`src/rtl/mano_pkg.sv`:
```
// Shared definitions for the memory-reference instruction sequencer:
// opcodes, AC function encodings and the sequencer state type.
package mano_pkg;

  localparam logic [2:0] OPC_AND = 3'd0;
  localparam logic [2:0] OPC_ADD = 3'd1;
  localparam logic [2:0] OPC_LDA = 3'd2;
  localparam logic [2:0] OPC_ISZ = 3'd6;

  localparam logic [1:0] ACOP_AND  = 2'd0;
  localparam logic [1:0] ACOP_ADD  = 2'd1;
  localparam logic [1:0] ACOP_LOAD = 2'd2;

  typedef enum logic [2:0] {
    S_IDLE, S_RD, S_EXE, S_INC, S_WR, S_SKIP, S_FIN
  } mri_state_t;

  function automatic logic opc_legal(input logic [2:0] opc);
    return (opc == OPC_AND) || (opc == OPC_ADD) || (opc == OPC_LDA) || (opc == OPC_ISZ);
  endfunction

  // Only meaningful for AND/ADD/LDA; ISZ never reaches EXE.
  function automatic logic [1:0] ac_op_of(input logic [2:0] opc);
    case (opc)
      OPC_ADD: return ACOP_ADD;
      OPC_LDA: return ACOP_LOAD;
      default: return ACOP_AND;
    endcase
  endfunction

endpackage

```
`src/rtl/mem_ack_watchdog.sv`:
```
// MEM_ACK wait counter; only built when MRI_TIMEOUT_EN is defined.
// Counts request cycles without ACK and flags expiry on the TIMEOUT-th one.
`ifdef MRI_TIMEOUT_EN
module mem_ack_watchdog #(
  parameter int TIMEOUT = 15
) (
  input  logic CLK,
  input  logic CLR_N,
  input  logic active,
  input  logic ack,
  output logic expire
);

  localparam int CW = $clog2(TIMEOUT + 1);

  logic [CW-1:0] cnt;

  // Clearing whenever no request is outstanding gives a fresh count on every RD/WR entry.
  always_ff @(posedge CLK or negedge CLR_N) begin
    if (!CLR_N)              cnt <= '0;
    else if (!active || ack) cnt <= '0;
    else                     cnt <= cnt + CW'(1);
  end

  assign expire = active && !ack && (cnt == CW'(TIMEOUT - 1));

endmodule
`endif

```
`src/rtl/mri_dr_ctrl.sv`:
```
// DR sequencer for memory-reference instructions (AND/ADD/LDA/ISZ).
// Optional MEM_ACK timeout enabled by defining MRI_TIMEOUT_EN.
module mri_dr_ctrl
  import mano_pkg::*;
#(
  parameter int TIMEOUT = 15
) (
  input  logic        CLK,
  input  logic        CLR_N,
  input  logic        START,
  input  logic [2:0]  OPC,
  input  logic [15:0] DR,
  input  logic        MEM_ACK,
  output logic        DR_LD,
  output logic        DR_INR,
  output logic        MEM_RD,
  output logic        MEM_WR,
  output logic        BUS_DR,
  output logic [1:0]  AC_OP,
  output logic        AC_LD,
  output logic        PC_INR,
  output logic        BUSY,
  output logic        DONE,
  output logic        ERR
);

  mri_state_t state, nxt;
  logic [2:0] opc_q, opc_d;
  logic       err_q, err_d;
  logic       tmo;

`ifdef MRI_TIMEOUT_EN
  mem_ack_watchdog #(.TIMEOUT(TIMEOUT)) u_wdog (
    .CLK    (CLK),
    .CLR_N  (CLR_N),
    .active ((state == S_RD) || (state == S_WR)),
    .ack    (MEM_ACK),
    .expire (tmo)
  );
`else
  // No watchdog: RD/WR wait for ACK indefinitely (TIMEOUT is never negative).
  assign tmo = (TIMEOUT < 0);
`endif

  always_ff @(posedge CLK or negedge CLR_N) begin
    if (!CLR_N) begin
      state <= S_IDLE;
      opc_q <= OPC_AND;
      err_q <= 1'b0;
    end else begin
      state <= nxt;
      opc_q <= opc_d;
      err_q <= err_d;
    end
  end

  always_comb begin
    nxt   = state;
    opc_d = opc_q;
    err_d = 1'b0;
    case (state)
      S_IDLE: if (START) begin
        if (opc_legal(OPC)) begin
          nxt   = S_RD;
          opc_d = OPC;
        end else begin
          err_d = 1'b1;
        end
      end
      S_RD: begin
        if (MEM_ACK) nxt = (opc_q == OPC_ISZ) ? S_INC : S_EXE;
        else if (tmo) begin
          nxt   = S_IDLE;
          err_d = 1'b1;
        end
      end
      S_EXE: nxt = S_FIN;
      S_INC: nxt = S_WR;
      // DR already holds the incremented word while the write is in flight.
      S_WR: begin
        if (MEM_ACK) nxt = (DR == 16'h0000) ? S_SKIP : S_FIN;
        else if (tmo) begin
          nxt   = S_IDLE;
          err_d = 1'b1;
        end
      end
      S_SKIP: nxt = S_FIN;
      S_FIN:  nxt = S_IDLE;
      default: nxt = S_IDLE;
    endcase
  end

  assign MEM_RD = (state == S_RD);
  assign DR_LD  = (state == S_RD) && MEM_ACK;
  assign DR_INR = (state == S_INC);
  assign MEM_WR = (state == S_WR);
  assign BUS_DR = (state == S_WR);
  assign AC_LD  = (state == S_EXE);
  assign AC_OP  = (state == S_EXE) ? ac_op_of(opc_q) : ACOP_AND;
  assign PC_INR = (state == S_SKIP);
  assign BUSY   = (state != S_IDLE);
  assign DONE   = (state == S_FIN);
  assign ERR    = err_q;

endmodule

```
`config.mk`:
```
export PLATFORM = sky130hd
export DESIGN_NAME = mri_dr_ctrl
export DESIGN_NICKNAME = d
export VERILOG_FILES = /design/src/rtl/mano_pkg.sv /design/src/rtl/mem_ack_watchdog.sv /design/src/rtl/mri_dr_ctrl.sv
export SDC_FILE = /design/constraint.sdc
export NUM_CORES = 1
export LEC_CHECK = 0
export ABC_CLOCK_PERIOD_IN_PS = 2400
export CORE_MARGIN = 5
export CORE_UTILIZATION = 34
export CTS_CLUSTER_DIAMETER = 60
export CTS_CLUSTER_SIZE = 10
export DETAILED_ROUTE_END_ITERATION = 7
export PLACE_DENSITY = 0.85
export SYNTH_ARGS = -nofsm -noshare
export SYNTH_HDL_FRONTEND = slang
export SYNTH_HIERARCHICAL = 1
export SYNTH_SLANG_ARGS = --single-unit
```
`constraint.sdc`:
```
create_clock -name CLK -period 2.4 [get_ports CLK]
set_input_delay 0.72 -clock CLK [delete_from_list [all_inputs] [get_ports CLK]]
set_output_delay 0.72 -clock CLK [all_outputs]
set_load 0.1 [all_outputs]
```
==> results of run 1 <==
-- Yosys cell counts (all sizes together) --
master  n
nand2   5
nor4    5
a222oi  1
nand3   1
mux2    3
nand2b  3
mux2i   1
and3    1
o21bai  1
nor2    5
nand4   1
or3     2
nor4b   1
o21ai   1
buf     1
inv     4
nor3    4
a31oi   1
dfrtp   7
-- cell families (layout without fill, tap and decap cells) --
logic type / count (synthesis) / count (layout) / synth area share [%]
multiplexers: 4 / 4 / 9.803
AND/OR/NAND/NOR: 28 / 28 / 39.50
buffers and inverters: 5 / 46 / 5.042
flip-flops: 7 / 7 / 39.22
AO/OA/AOI/OAI: 4 / 4 / 6.443
-- per-layer routing --
metal	vias to the layer above	share of wire, %	wire length, um
met1	248	37	542
met3	2	4.6	67
met5	-	0	0
met2	17	57	828
li1	259	-	-
met4	0	1.4	21
-- worst max-delay path, stage by stage (launching register included) --
cell	delay [ps]
dfrtp_1	370
nand2b_1	190
nand2b_2	250
nor4b_4	330
buf_12	210
-- metrics by stage --
stage | TNS, ps | hold slack, ps | power (mW)
global route | 0 | 598.5 | 1.448
CTS | 0 | 566.6 | 1.396
finish | 0 | 567.8 | 1.388
floorplan | -1227 | 424.4 | 0.8935
global placement | -13.04 | 515.2 | 1.258
detailed placement | -17.77 | 560.5 | 1.288
-- flip-flops by register name, summed over array words and instances, names as in the netlist --
| signal | cells |
|---|---|
| opc_q | 3 |
| state | 3 |
| ERR | 1 |
-- final cells by class --
class	instances	area (sq um)
inverter	4	15.01
clock buffer	4	26.28
timing repair buffer	38	476.7
sequential	7	175.2
tap	15	18.77
fill	81	260.3
multi-input combinational	36	296.5
-- what timing repair did --
| action | in CTS | in global routing |
|---|---|---|
| endpoints found under the setup margin | 1 | 1 |
| resized for setup | 1 | 1 |
| pin swaps | 1 | 0 |
-- power by group through the flow --
stage | logic [mW] | registers (mW) | clock network, mW
final | 1.05 | 0.234 | 0.106
after CTS | 1.05 | 0.235 | 0.110
after floorplan | 0.626 | 0.267 | 0
after global placement | 1.03 | 0.228 | 0
after detailed placement | 1.05 | 0.237 | 0
after global routing | 1.09 | 0.239 | 0.119
-- worst min-delay path by stage --
stage / startpoint / to / slack, ps / cells after the start
2_1_floorplan: CLR_N / ERR / 420 / 0
3_3_place_gp: state[1] / state[2] / 520 / 2
3_5_place_dp: state[1] / state[2] / 560 / 2
4_1_cts: state[1] / state[2] / 570 / 2
5_1_grt: state[1] / state[2] / 600 / 2
6_report: state[1] / state[2] / 570 / 2
==> flow_summary.yaml, run 1 <==
route:
  routed_via_density: 5.058
  dr_total_vias: 526
  antenna_left: 0
  drt_iter0_drc: 7
  wl_um: 1460
  first_pass_iters: 4
  drcViolationCount: 0
  avgRoutedWirePerCell_um: 14.04
placement:
  dp_hpwl_um: 1315
  post-place-ws_ps: -17.77
  place_area_sq_um: 980.9
  placed_cells: 100
  io_buffers: 34
  globalplace.congestion: 0.7305
synth:
  ys_seq_elements: 7
  synthCells: 48
  syn_area_per_cell_sq_um: 9.306
  syn_nets: 71
  synth-seq-area-share_pct: 39.22
  synth_cell_types: 21
  synthTopCellsByArea: "dfrtp_1, nor4_2, mux2_2"
  syn-cell-area_sq_um: 446.7
  yosys.area.top_type: "dfrtp_1"
  yosys_warnings: 6
  synth_top_cell_area_share_pct: 39.22
die:
  pin_count: 35
  coreArea_sq_um: 1269
  die_h_um: 46.25
  dieArea_sq_um: 2139
  row_count: 13
  die_x_um: 46.25
  start_util_pct: 35.21
clock_network:
  clk_pin_slew_ps: 40
  post_cts_buffers: 0
  cts_tree: "built"
  cts_max_path_buffers: 2
  htreeDepth: 1
  cts_hold_buf: 0
  root_buffer: "clkbuf_4"
  cts_buffers: 3
  clk_latency_ps: 250
  cts.sinks: 7
sta:
  setup_viol: 0
  worstMarginPinSlew_ps: 305.0
  fin_skew_ps: 8.680
  maxSlewHeadroom_pct: 79.60
  min_period_ps: 2316
  drv_slew: 0
  period_share_pct: 96.49
  hold_viol: 0
  max_freq_mhz: 431.8
  rsz0062_at_grt: "no"
  fin_ws_ps: 84.28
flow_run:
  drv_cap: 0
finish:
  final_core_util_pct: 79.49
  layout.cells.non_filler: 104
  layout_commonest_cell: "clkdlybuf4s50_1"
  n_antenna_cell: 0
  area_delta_synth_final_pct: 125.8
  drive_gt1_share_pct: 38.20
  nets: 113
  most-common-layout-cells: "clkdlybuf4s50_1, buf_12, dfrtp_1"
  fin_area_sq_um: 1008
worst_setup_path:
  arrival_ps: 1600
  start_kind: "flip-flop"
  r2r-start: "state[1]"
  critical_path_class: "reg2out"
  end_kind: "primary output"
  r2r_end: "state[0]"
  r2r_cells: 4
  crit_end: "AC_OP[1]"
  setup.worst_path.start: "state[2]"
  crit_path_max_fanout: 3
  r2r_slack_ps: 850
  worstPathRequired_ps: 1680
global_routing:
  use_met2_pct: 29.12
  gr-usage-met3_pct: 2.734
  track_usage_pct: 15.99
  busiest_layer: "met2"
  grt_pass1_wl_um: 2339
  grt_pass1_vias: 510
  gr-usage-met1_pct: 17.86
  grt_max_degree: 9
  antenna_found_initial: 0
  grt-ovfl-total: 0
pwr:
  p_comb_share_pct: 75.5
  internal_power_mw: 0.6107
  total_leakage_power_nw: 0.4142
  vdd_ir_drop_max_v: 0.0009743
  p_clk_share_pct: 7.6
  switchingPower_mw: 0.7775
  pwr_density_cell_nw_per_um2: 1377
  switching_share_pct: 56.01
  power_frac_seq_pct: 16.9
status:
  status: "finished, final reports clean"
min_path:
  hp-class: "reg2reg"
Power figures use the tool's default switching activity.
==> run 2, diff against run 1 <==
Settings changed: ABC_AREA set to 1, CORE_UTILIZATION 34 to 35, TNS_END_PERCENT set to 100.
==> run 2 against run 1 <==
Area after synthesis rose by 8.1%; sequential cell count stayed put; first-iteration DRC count down 43%; via count rose by 12%; die area up 3.9%; clock power grew 6%; wire length is 3.3% lower; final cell count is 23% higher; sequential share of layout area grew 0.28 points; design area is 1.6% lower; worst setup slack improved by 18 ps; fmax is 0.79% higher; critical endpoint is now DR_LD.
==> flow_summary.yaml, run 2 <==
status:
  status: "finished, final reports clean"
synth:
  synth_flop_cell: "dfrtp_1"
  ys_seq_elements: 7
  async_reset_ff_share_pct: 100.0
  synthCells: 76
  synth_top_cell_area_share_pct: 36.27
  syn_area_per_cell_sq_um: 6.355
  yosys-top-cells-count: "nand2_1, nor2_1, dfrtp_1, inv_1, inv_2"
  synthTopCellsByArea: "dfrtp_1, nand2_1, nor2_1"
  syn_nets: 99
  synth-edff-count: 0
  yosysMostFrequentCell: "nand2_1"
  synth_cell_types: 15
  yosys_warnings: 6
  synth-seq-area-share_pct: 36.27
  syn-cell-area_sq_um: 483.0
  yosys.area.top_type: "dfrtp_1"
placement:
  place_area_sq_um: 965.9
  io_buffers: 34
  placed_cells: 124
  globalplace.congestion: 0.7296
  dp_hpwl_um: 1264
global_routing:
  grt_max_degree: 8
  track_usage_pct: 14.78
  grt_pass1_wl_um: 2208
  grt_pass1_vias: 541
  grt-ovfl-total: 0
  antenna_found_initial: 0
finish:
  drive_gt1_share_pct: 26.55
  n_antenna_cell: 0
  nets: 137
  fill_cells: 96
  layout_commonest_cell: "clkdlybuf4s50_1"
  fin_area_sq_um: 992.2
  layout.cells.non_filler: 128
  most-common-layout-cells: "clkdlybuf4s50_1, nand2_1, nor2_1"
  area_delta_synth_final_pct: 105.4
route:
  drt_iter0_drc: 4
  wl_um: 1412
  first_pass_iters: 2
  routed_via_density: 4.602
  drcViolationCount: 0
  avgRoutedWirePerCell_um: 11.03
  dr_total_vias: 589
  antenna_left: 0
clock_network:
  cts_hold_buf: 0
  cts_max_path_buffers: 2
  root_buffer: "clkbuf_4"
  cts_tree: "built"
  cts_resized: 0
  cts_buffers: 3
  clk_latency_ps: 260
  cts.sinks: 7
  clk_pin_slew_ps: 50
  htreeDepth: 1
  post_cts_buffers: 0
worst_setup_path:
  start_kind: "input pin"
  crit_path_max_fanout: 3
  critical_path_class: "in2out"
  arrival_ps: 1580
  cp_cell_sequence: "clkdlybuf4s50_1 > inv_1 > nor2_2 > buf_12"
  cpPeakStageDelay_ps: 450
  cp_top_family: "buffers and inverters"
  end_kind: "primary output"
  worstPathRequired_ps: 1680
  critical_path_buf_inv_count: 3
  slowest_stage: "clkdlybuf4s50_1"
pwr:
  switching_share_pct: 58.19
  pwr_density_cell_nw_per_um2: 1384
  vdd_ir_drop_max_v: 0.0008509
  total_leakage_power_nw: 0.4564
  internal_power_mw: 0.5741
  power_frac_seq_pct: 16.7
  p_clk_share_pct: 8.2
  switchingPower_mw: 0.7991
  p_comb_share_pct: 75.1
sta:
  fin_skew_ps: 8.638
  period_share_pct: 95.73
  rsz0062_at_grt: "no"
  fin_tns_setup_ps: 0
  max_freq_mhz: 435.2
  setup_viol: 0
  holdWs_ps: 553.8
  worstMarginPinSlew_ps: 349.3
  min_period_ps: 2298
  drv_slew: 0
  hold_viol: 0
  maxSlewHeadroom_pct: 76.53
flow_run:
  drv_cap: 0
die:
  dieArea_sq_um: 2223
  die_x_um: 47.15
  row_count: 13
  die_h_um: 47.15
  start_util_pct: 37.12
  pin_count: 35
  coreArea_sq_um: 1301
min_path:
  hp-class: "reg2reg"
==> run 2: changes by cell type after synthesis, sizes merged, moves of 3 or more <==
cell / delta
nor2: +12
nand2: +19
nor4: -3
mux2: -3
nand3: +4
nand2b: -3
inv: +8
==> run 2: worst register-to-register path: stages (launching register included) <==
cell     delay, ps
dfrtp_1        430
nor2_2         170
nand2_2        130
inv_2          100
nand2_2         50
nand2_2         80
inv_2           30
nand2_1         50
nand2_1         50
==> run 2: layout make-up <==
| class | count | area (sq um) | share of cell area, % |
|---|---|---|---|
| timing repair buffer | 34 | 447.9 | 45.15 |
| sequential | 7 | 175.2 | 17.65 |
| multi-input combinational | 56 | 279.0 | 28.12 |
| inverter | 12 | 45.04 | 4.540 |
| clock buffer | 4 | 26.28 | 2.648 |
| tap | 15 | 18.77 | 1.892 |
==> run 2: kinds of logic (layout without fill, tap and decap cells) <==
| group | Yosys count | count (layout) | synth area share, % |
|---|---|---|---|
| flip-flops | 7 | 7 | 36.27 |
| AO/OA/AOI/OAI | 5 | 5 | 5.181 |
| XOR/XNOR | 1 | 1 | 1.814 |
| buffers and inverters | 13 | 50 | 10.88 |
| AND/OR/NAND/NOR | 50 | 50 | 45.85 |
==> run 2: metal layers <==
layer,global-route usage (%),up-vias,share of wire [%]
met4,8.287,0,2.2
met5,0,-,0
li1,-,309,-
met2,29.27,14,58
met1,13.32,261,36
met3,3.448,5,4.3
==> run 2: power by group through the flow <==
stage,Combinational [mW],Sequential [mW],Clock (mW)
global placement,1.03,0.227,0
CTS,1.04,0.230,0.116
floorplan,0.677,0.240,0
finish,1.03,0.230,0.112
detailed placement,1.04,0.232,0
global route,1.08,0.237,0.120
==> run 2: final timing paths <==
kind                          start        to  slack [ps]  cells past startpoint
max                         MEM_ACK     DR_LD         100                      4
min                        state[2]  state[2]         550                      1
max reg2reg                state[1]  state[0]        1210                      8
min reg2reg                state[2]  state[2]         550                      1
max in group asynchronous     CLR_N  opc_q[1]        1450                      1
min in group asynchronous     CLR_N  opc_q[2]         710                      1
==> run 2: stage by stage <==
step	worst slack, ps	utilization (%)	total power [mW]
2_1_floorplan	-852.7	-	0.9172
3_3_place_gp	114.5	74.23	1.252
3_5_place_dp	98.23	74.23	1.270
4_1_cts	97.45	76.25	1.388
5_1_grt	56.74	76.25	1.439
6_report	102.4	76.25	1.373
==> run 3, diff against run 2 <==
Settings changed: ABC_CLOCK_PERIOD_IN_PS 2400 to not set.
==> results of run 3 <==
The final DEF is identical to that of run 2; final timing and power are the same.
==> patch: new RTL, settings of run 1 <==
The option `MRI_TIMEOUT_EN` is turned on by a define.
--- a/src/rtl/mem_ack_watchdog.sv
+++ b/src/rtl/mem_ack_watchdog.sv
@@ -1,4 +1,6 @@
 // MEM_ACK wait counter; only built when MRI_TIMEOUT_EN is defined.
 // Counts request cycles without ACK and flags expiry on the TIMEOUT-th one.
+`define MRI_TIMEOUT_EN
+
 `ifdef MRI_TIMEOUT_EN
 module mem_ack_watchdog #(
Formal check against the unedited RTL: same outputs for any inputs over 10 cycles, from zero or initial values; that may be too few to reach the edited logic, so the function may still have changed.
==> patch against run 1 <==
- final cell count is 44% higher
- wire length increased by 40%
- sequential cell count is 4 higher
- power up 16%
- synthesized area rose by 61%
- setup slack worse by 0.0086 ns
- via count rose by 46%
- design area is 26% higher
- critical path type is now in -> out
- critical endpoint is now DR_LD
==> patch: results (changes against run 1) <==
Setup crit end - DR_LD (was AC_OP[1])
Worst Setup SP - MEM_ACK (was state[2])
Commonest cells post-synth - nor2_1, dfrtp_1, o21ai_0 (was dfrtp_1, nand2_1, nor2_1)
Place WS - 0.0821 ns (was -0.0178 ns)
GR Util met3 - 7.42% (was 2.73%)
drt wl/cell - 13.7 µm (was 14.0 µm)
Clock Power - 0.000129 W (was 0.000106 W)
GPL Wtd Cong - 0.820 (was 0.731)
first-pass GRT wire length - 3550 µm (was 2340 µm)
Clock Latency Late Sink - 0.27 ns (was 0.25 ns)
synth top area cells - dfrtp_1, nor2_1, o21ai_0 (was dfrtp_1, nor4_2, mux2_2)
P_int - 0.000735 W (was 0.000611 W)
IO buf count - 34 (unchanged)
r2r endpoint - state[2] (was state[0])
Reg-to-Reg Start - state[0] (was state[1])
Worst Hold End - u_wdog/cnt[0] (was state[2])
routing usage on met1 - 16.9% (was 17.9%)
Layout Skew - 0.00281 ns (was 0.00868 ns)
crit path max fanout - 2 (was 3)
mean area per synthesized cell - 8.64 µm² (was 9.31 µm²)
Power Combinational - 0.00118 W (was 0.00105 W)
overall routing resource usage - 14.1% (was 16.0%)
vias per inst - 5.12 (was 5.06)
maximum resistive drop on vdd - 1.43 mV (was 0.974 mV)
crit path max-delay cell type - clkdlybuf4s50_1 (was dfrtp_1)
hold path cells - 1 (was 2)
initial drt markers - 18 (was 7)
R2R depth - 9 (was 4)
Layout Cells excl Fill - 150 (was 104)
crit path time final - 2.32 ns (about the same)
status - finished, final reports clean (unchanged)
Clock Path Buffers - 2 (unchanged)
Clock Power Share - 8.0% (was 7.6%)
post-synth cell types - 33 (was 21)
met3 wire len - 264 µm (was 67 µm)
grt met2 use - 22.1% (was 29.1%)
Placed Area - 0.00124 mm² (was 981 µm²)
max layer used - met3 (was met4)
largest net degree at the start of global routing - 13 (was 9)
met1 WL - 821 µm (was 542 µm)
flop2flop setup slack - 0.42 ns (was 0.85 ns)
Slowest Stage Delay on Critical Path - 0.49 ns (was 0.37 ns)
Leak Pwr - 0.522 nW (was 0.414 nW)
WHS - 0.499 ns (was 0.568 ns)
sequential share of the synthesized area - 38.4% (was 39.2%)
vias in the first global route - 842 (was 510)
layout cells sized above 1 - 25.2% (was 38.2%)
met2 routed WL - 964 µm (was 828 µm)
Layout fillers - 152 (was 81)
clock slew at reported path FFs - 0.07 ns (was 0.04 ns)
worst hold start - u_wdog/cnt[0] (was state[1])
Post-DP HPWL - 1700 µm (was 1320 µm)
Worst slew margin - 64.2% (was 79.6%)
Syn Nets - 108 (was 71)
patch: changes by cell type in the layout (fill, tap and decap cells not counted), sizes merged, moves of 3 or more:
cell | run 1 | this run
o21ai | 1 | 7
nor2 | 5 | 14
dfrtp | 7 | 11
mux2 | 3 | 0
a21oi | 0 | 4
patch: area by class of cell:
class	count	area [µm²]	share of cell area, %
repair buffers	40	493	38.7
multi-input cells	64	429	33.7
flip-flops and latches	11	277	21.7
well taps	27	33.8	2.65
clock buffers	4	26.3	2.06
inverters	4	15.0	1.18
patch: logic make-up (layout without fill, tap and decap cells):
logic type	after synthesis	after routing	synth area share, %
simple gates	43	43	34.7
compound gates	16	16	12.6
flops	11	11	38.4
buf+inv	8	48	6.81
fa+ha+maj	2	2	3.49
mux	2	2	2.79
xor+xnor	1	1	1.22
patch: critical path: cells and delay by family:
family        cells  cell delay (ns)
simple gates      1             0.22
buf+inv           2             0.67
